### src/rtl/msg_serializer_704x32_pkg.sv
// Shared definitions for the 704-bit message serializer and its matching
// deserializer: word geometry, header layout, FSM states and message layout.
package msg_serializer_704x32_pkg;

    localparam int WIDTH     = 32;
    localparam int NWORDS    = 22;
    localparam int METHOD_ID = 5;
    localparam int MSG_W     = NWORDS * WIDTH;
    localparam int IDX_W     = $clog2(NWORDS);

    // Header word layout: length (header + data words) in the upper half,
    // method identifier in the lower half.
    localparam int HDR_FIELD_W    = 16;
    localparam int HDR_LEN_LSB    = 16;
    localparam int HDR_METHOD_LSB = 0;

    typedef enum logic [1:0] {
        IDLE = 2'd0,
        HDR  = 2'd1,
        DATA = 2'd2
    } state_t;

    // Packed so that field a occupies the least significant word.
    typedef struct packed {
        logic [NWORDS-3:0][WIDTH-1:0] c;
        logic [WIDTH-1:0]             b;
        logic [WIDTH-1:0]             a;
    } msg_t;

    function automatic logic [WIDTH-1:0] make_header(
        input logic [HDR_FIELD_W-1:0] len,
        input logic [HDR_FIELD_W-1:0] method
    );
        logic [WIDTH-1:0] hdr;
        hdr = '0;
        hdr[HDR_LEN_LSB    +: HDR_FIELD_W] = len;
        hdr[HDR_METHOD_LSB +: HDR_FIELD_W] = method;
        return hdr;
    endfunction

endpackage

### src/rtl/msg_word_mux.sv
// Selects one 32-bit word out of a 704-bit message by word index.
// Indices beyond the last word yield zero.
module msg_word_mux
    import msg_serializer_704x32_pkg::*;
(
    input  logic [MSG_W-1:0] msg,
    input  logic [IDX_W-1:0] idx,
    output logic [WIDTH-1:0] word
);

    logic [WIDTH-1:0] words [NWORDS];

    generate
        for (genvar gi = 0; gi < NWORDS; gi++) begin : g_split
            assign words[gi] = msg[gi*WIDTH +: WIDTH];
        end
    endgenerate

    // One-hot compare keeps the select fully defined for unreachable indices.
    always_comb begin
        word = '0;
        for (int i = 0; i < NWORDS; i++) begin
            if (idx == IDX_W'(i)) begin
                word = words[i];
            end
        end
    end

endmodule

### src/rtl/msg_serializer_704x32.sv
// Drains a 704-bit one-entry FIFO and emits each message as a header word
// followed by 22 data words on a 32-bit enq-style link. The message is copied
// into a shadow register at dequeue so the FIFO can refill meanwhile.
module msg_serializer_704x32
    import msg_serializer_704x32_pkg::*;
(
    input  logic              CLK,
    input  logic              nRST,
    input  logic [MSG_W-1:0]  in_first,
    input  logic              in_first_rdy,
    output logic              in_deq_ena,
    output logic [WIDTH-1:0]  out_enq_v,
    output logic              out_enq_ena,
    input  logic              out_enq_rdy,
    output logic              busy,
    output logic [15:0]       msg_count
);

    localparam logic [WIDTH-1:0] HEADER   = make_header(HDR_FIELD_W'(NWORDS + 1),
                                                        HDR_FIELD_W'(METHOD_ID));
    localparam logic [IDX_W-1:0] LAST_IDX = IDX_W'(NWORDS - 1);

    state_t            state_reg;
    state_t            state_next;
    logic [IDX_W-1:0]  idx_reg;
    logic [IDX_W-1:0]  idx_next;
    msg_t              shadow_reg;
    logic [15:0]       msg_count_reg;
    logic              count_inc;
    logic [WIDTH-1:0]  data_word;

    msg_word_mux u_word_mux (
        .msg  (shadow_reg),
        .idx  (idx_reg),
        .word (data_word)
    );

    // Next-state, dequeue strobe and output word selection.
    always_comb begin
        state_next  = state_reg;
        idx_next    = idx_reg;
        in_deq_ena  = 1'b0;
        count_inc   = 1'b0;
        out_enq_v   = '0;
        busy        = (state_reg != IDLE);
        out_enq_ena = (state_reg != IDLE) && out_enq_rdy;
        case (state_reg)
            IDLE: begin
                if (in_first_rdy) begin
                    in_deq_ena = 1'b1;
                    idx_next   = '0;
                    state_next = HDR;
                end
            end
            HDR: begin
                out_enq_v = HEADER;
                if (out_enq_ena) begin
                    idx_next   = '0;
                    state_next = DATA;
                end
            end
            DATA: begin
                out_enq_v = data_word;
                if (out_enq_ena) begin
                    if (idx_reg == LAST_IDX) begin
                        // Last beat: chain straight into the next message if one waits.
                        count_inc = 1'b1;
                        idx_next  = '0;
                        if (in_first_rdy) begin
                            in_deq_ena = 1'b1;
                            state_next = HDR;
                        end else begin
                            state_next = IDLE;
                        end
                    end else begin
                        idx_next = idx_reg + 1'b1;
                    end
                end
            end
            default: begin
                state_next = IDLE;
            end
        endcase
    end

    // State register.
    always_ff @(posedge CLK) begin
        if (!nRST) begin
            state_reg <= IDLE;
        end else begin
            state_reg <= state_next;
        end
    end

    // Beat index, shadow copy of the dequeued message and completed-message count.
    always_ff @(posedge CLK) begin
        if (!nRST) begin
            idx_reg       <= '0;
            shadow_reg    <= '0;
            msg_count_reg <= '0;
        end else begin
            idx_reg <= idx_next;
            if (in_deq_ena) begin
                shadow_reg <= in_first;
            end
            if (count_inc) begin
                msg_count_reg <= msg_count_reg + 16'd1;
            end
        end
    end

    assign msg_count = msg_count_reg;

endmodule

### config.mk
export PLATFORM = sky130hd
export DESIGN_NAME = msg_serializer_704x32
export DESIGN_NICKNAME = d
export VERILOG_FILES = /design/src/rtl/msg_serializer_704x32_pkg.sv /design/src/rtl/msg_word_mux.sv /design/src/rtl/msg_serializer_704x32.sv
export SDC_FILE = /design/constraint.sdc
export NUM_CORES = 2
export LEC_CHECK = 0
export ABC_AREA = 1
export CORE_AREA = 2 2 296 298
export CTS_BUF_LIST = sky130_fd_sc_hd__clkbuf_8
export CTS_CLUSTER_DIAMETER = 150
export DETAILED_ROUTE_END_ITERATION = 8
export DIE_AREA = 0 0 298 300
export PLACE_DENSITY = 0.71
export SETUP_SLACK_MARGIN = 0.3
export SLEW_MARGIN = 20
export SYNTH_ARGS = -nofsm -noshare
export SYNTH_HDL_FRONTEND = slang
export SYNTH_SLANG_ARGS = --single-unit
export TNS_END_PERCENT = 20
### constraint.sdc
create_clock -name CLK -period 7.61 [get_ports CLK]
set_clock_uncertainty 0.2 [all_clocks]
set_input_delay 1.522 -clock CLK [delete_from_list [all_inputs] [get_ports CLK]]
set_output_delay 1.522 -clock CLK [all_outputs]
set_load 0.01 [all_outputs]
==> flow_metrics.py <==
metrics = {
    "synth": {
        "yosysMostFrequentCell": "nor2_1",
        "syn-mean-instance-area_sq_um": 6.53,
        "syn_inst": 5064,
        "yosys_warnings": 0,
        "synth_top_area_share_pct": 44.0,
        "synth_edf_count": 0,
        "syn_nets": 5782,
        "synth-main-ff-cell": "dfxtp_1",
        "syn_area_sq_um": 33000,
        "synth_seq_area_share_pct": 44.0,
        "synthArstFlopShare_pct": 0,
        "synth.ff_latch_count": 727,
        "synth_cell_types": 32,
        "yosys.area.top_type": "dfxtp_1",
        "synth_area_leaders": "dfxtp_1 (44%), nor2_1 (16%), o21ai_0 (13%)",
        "yosys-top-cells-count": "nor2_1 (1393), o21ai_0 (862), nand2_1 (819)",
    },
    "critical_path": {
        "worstReg2RegEnd": "shadow_reg[214]",
        "r2r_slack_ns": 2.39,
        "startpoint": "idx_reg[0]",
        "worstPathArrival_ns": 5.36,
        "cp.required_ns": 5.89,
        "r2r_cells": 11,
        "path_class": "reg2out",
        "timing.rr.start": "idx_reg[3]",
        "crit_path_start_kind": "flop",
        "endpoint": "out_enq_v[7]",
        "critPathMaxFanout": 20,
        "critPathCaptureType": "output pin",
    },
    "grt": {
        "grt_pass1_vias": 33400,
        "grt_pass1_wl_mm": 205,
        "grt_overflow_total": 0,
        "antenna_found_initial": 42,
        "grt_use_total_pct": 30.0,
        "grt_max_degree": 236,
    },
    "floorplanning": {
        "coreArea_sq_um": 86200,
        "rows": 108,
        "io-pin-count": 759,
        "die_w_um": 298,
        "die_area_sq_um": 89400,
        "start_util_pct": 38.3,
        "die_h_um": 300,
    },
    "clock_network": {
        "clockRootBuffer": "clkbuf_8",
        "htree_levels": 3,
        "hold_buffers": 0,
        "cts_tree": "built",
        "cts_buffers": 121,
        "clock_path_buffers": 3,
        "clkLatencyLatePin_ns": 0.73,
        "clkSlewWorstSetupHoldPaths_ns": 0.06,
        "numClockSinks": 727,
    },
    "route": {
        "num_vias": 35500,
        "drc": 0,
        "drt-pass1-iter-count": 7,
        "wl_per_cell_um": 20.3,
        "drt_iter0_markers": 3374,
        "wirelength_mm": 141,
        "ant_nets": 0,
        "viasPerCell": 5.13,
    },
    "sta": {
        "fmax_mhz": 141,
        "worst_pin_slew_ns": 1.20,
        "tns_ns": 0,
        "rsz0062_at_grt": "yes",
        "slew_viol_final": 0,
        "period_share_pct": 93.1,
        "fin_crit_ns": 7.08,
        "slew_headroom_pct": 19.7,
        "setup_viol": 0,
        "hold_viol": 0,
    },
    "status": {
        "status": "finished, final reports clean",
    },
    "cells_and_area": {
        "seq_area_sq_um": 14600,
        "final_util_pct": 51.0,
        "multi_input_area_sq_um": 16000,
        "drive_gt1_share_pct": 6.99,
        "areaGrowthSynthToFinish_pct": 33.0,
        "nFillCells": 8770,
        "largest_reg_flops": 704,
        "fin_nets": 6363,
    },
    "min_path": {
        "hold_class": "reg2reg",
    },
    "placement": {
        "hpwl_mm": 102,
        "place_congestion": 0.937,
        "port-buffer-count": 758,
    },
    "flow_run": {
        "maxCapViolCount": 0,
    },
    "power": {
        "finalPower_uw": 15100,
        "p_leak_uw": 0.0183,
        "power_density_nw_per_um2": 345,
        "peakVddDrop_v": 0.000256,
    },
}
cell families (layout without fill, tap and decap cells):
logic type | count (synthesis) | after routing | share of synthesized area (%)
buffers and inverters | 669 | 1341 | 7.66
other | 0 | 34 | 0
AOI/OAI and AO/OA | 964 | 964 | 14.7
DFF | 727 | 727 | 44.0
adders and majority gates | 10 | 10 | 0.379
and+or+nand+nor | 2692 | 2693 | 33.1
xor gates and xnor gates | 2 | 2 | 0.0530
routing by layer:
layer  part of all wire (%)  track usage (%)  vias to the layer above
met5                  0.079                0                        -
met4                    5.4             17.1                       18
met3                    7.6             5.01                      319
met2                     47             48.9                     1568
met1                     40             37.8                    16400
li1                       -                -                    17200
final cells by class:
cell class / count / area share [%]
clock inverters: 68 / 1.10
diodes: 34 / 0.194
clock buffers: 147 / 4.61
multi-input cells: 3669 / 36.5
flip-flops and latches: 727 / 33.1
repair buffers: 811 / 18.5
inverters: 315 / 2.73
well taps: 1155 / 3.29
timing repair:
action | in CTS | in global routing
endpoints found under the setup margin | 0 | 17
gates resized for setup | 0 | 11
buffers inserted | 0 | 4
endpoints found under the hold margin | 0 | 0
critical path, cell delays in order, from the launching register on:
cell             delay, ns
dfxtp_1               0.35
inv_1                 0.12
ha_1                  0.18
nand2_1               0.21
nor2_4                0.51
buf_4                 0.33
nand2_1               0.07
nand2_1               0.07
inv_1                 0.04
nand3_1               0.16
nand2_1               0.10
nand2_1               0.07
nand2_1               0.05
nand4_1               0.16
nand3_1               0.14
nand3_1               0.21
nand2_1               0.07
nand3_1               0.11
nand3_1               0.09
nand3_1               0.10
nand3_1               0.16
nand3_1               0.16
nand3_1               0.09
nand2_1               0.09
nand2_1               0.09
a21oi_1               0.30
clkdlybuf4s50_1       0.61
worst min path at each step:
stage,start,endpoint,slack [ns],cells past startpoint
floorplan,shadow_reg[576],shadow_reg[576],0.22,2
detailed placement,shadow_reg[607],shadow_reg[607],0.24,2
global placement,shadow_reg[593],shadow_reg[593],0.23,2
CTS,shadow_reg[593],shadow_reg[593],0.25,2
global route,shadow_reg[597],shadow_reg[597],0.27,2
finish,shadow_reg[607],shadow_reg[607],0.25,2
placed cells by master (no fill, tap or decap), types with 7 or more instances in the layout:
cell             instances
diode_2                 34
buf_4                   43
o211ai_1                12
buf_12                   9
clkinv_2                15
ha_1                    10
clkdlybuf4s50_1        757
nand2_1                818
o21ai_0                862
dfxtp_1                727
inv_1                  345
inv_2                    7
nor3_1                   7
or2_2                  141
clkbuf_8               147
nor2_2                  10
nand4_1                 14
nor2_1                1382
a21oi_1                 77
nand3_1                301
stage by stage:
step,instance area (sq um),hold slack (ns),std cells,worst slack [ns]
2_1_floorplan,33000,0.225,5064,3.11
3_3_place_gp,41300,0.235,6672,1.16
3_5_place_dp,41300,0.241,6672,1.17
4_1_cts,43800,0.252,6887,0.341
5_1_grt,43900,0.269,6922,0.261
6_report,43900,0.250,6926,0.529
power by group:
| part | total (uW) | leakage, uW | switching, uW | internal, uW |
|---|---|---|---|---|
| clock network | 3600 | 0.00146 | 1660 | 1950 |
| registers | 5400 | 0.00601 | 600 | 4800 |
| logic | 6130 | 0.0109 | 4160 | 1970 |
| total | 15100 | 0.0183 | 6420 | 8720 |
No activity file was read; power rests on OpenSTA's default activity.
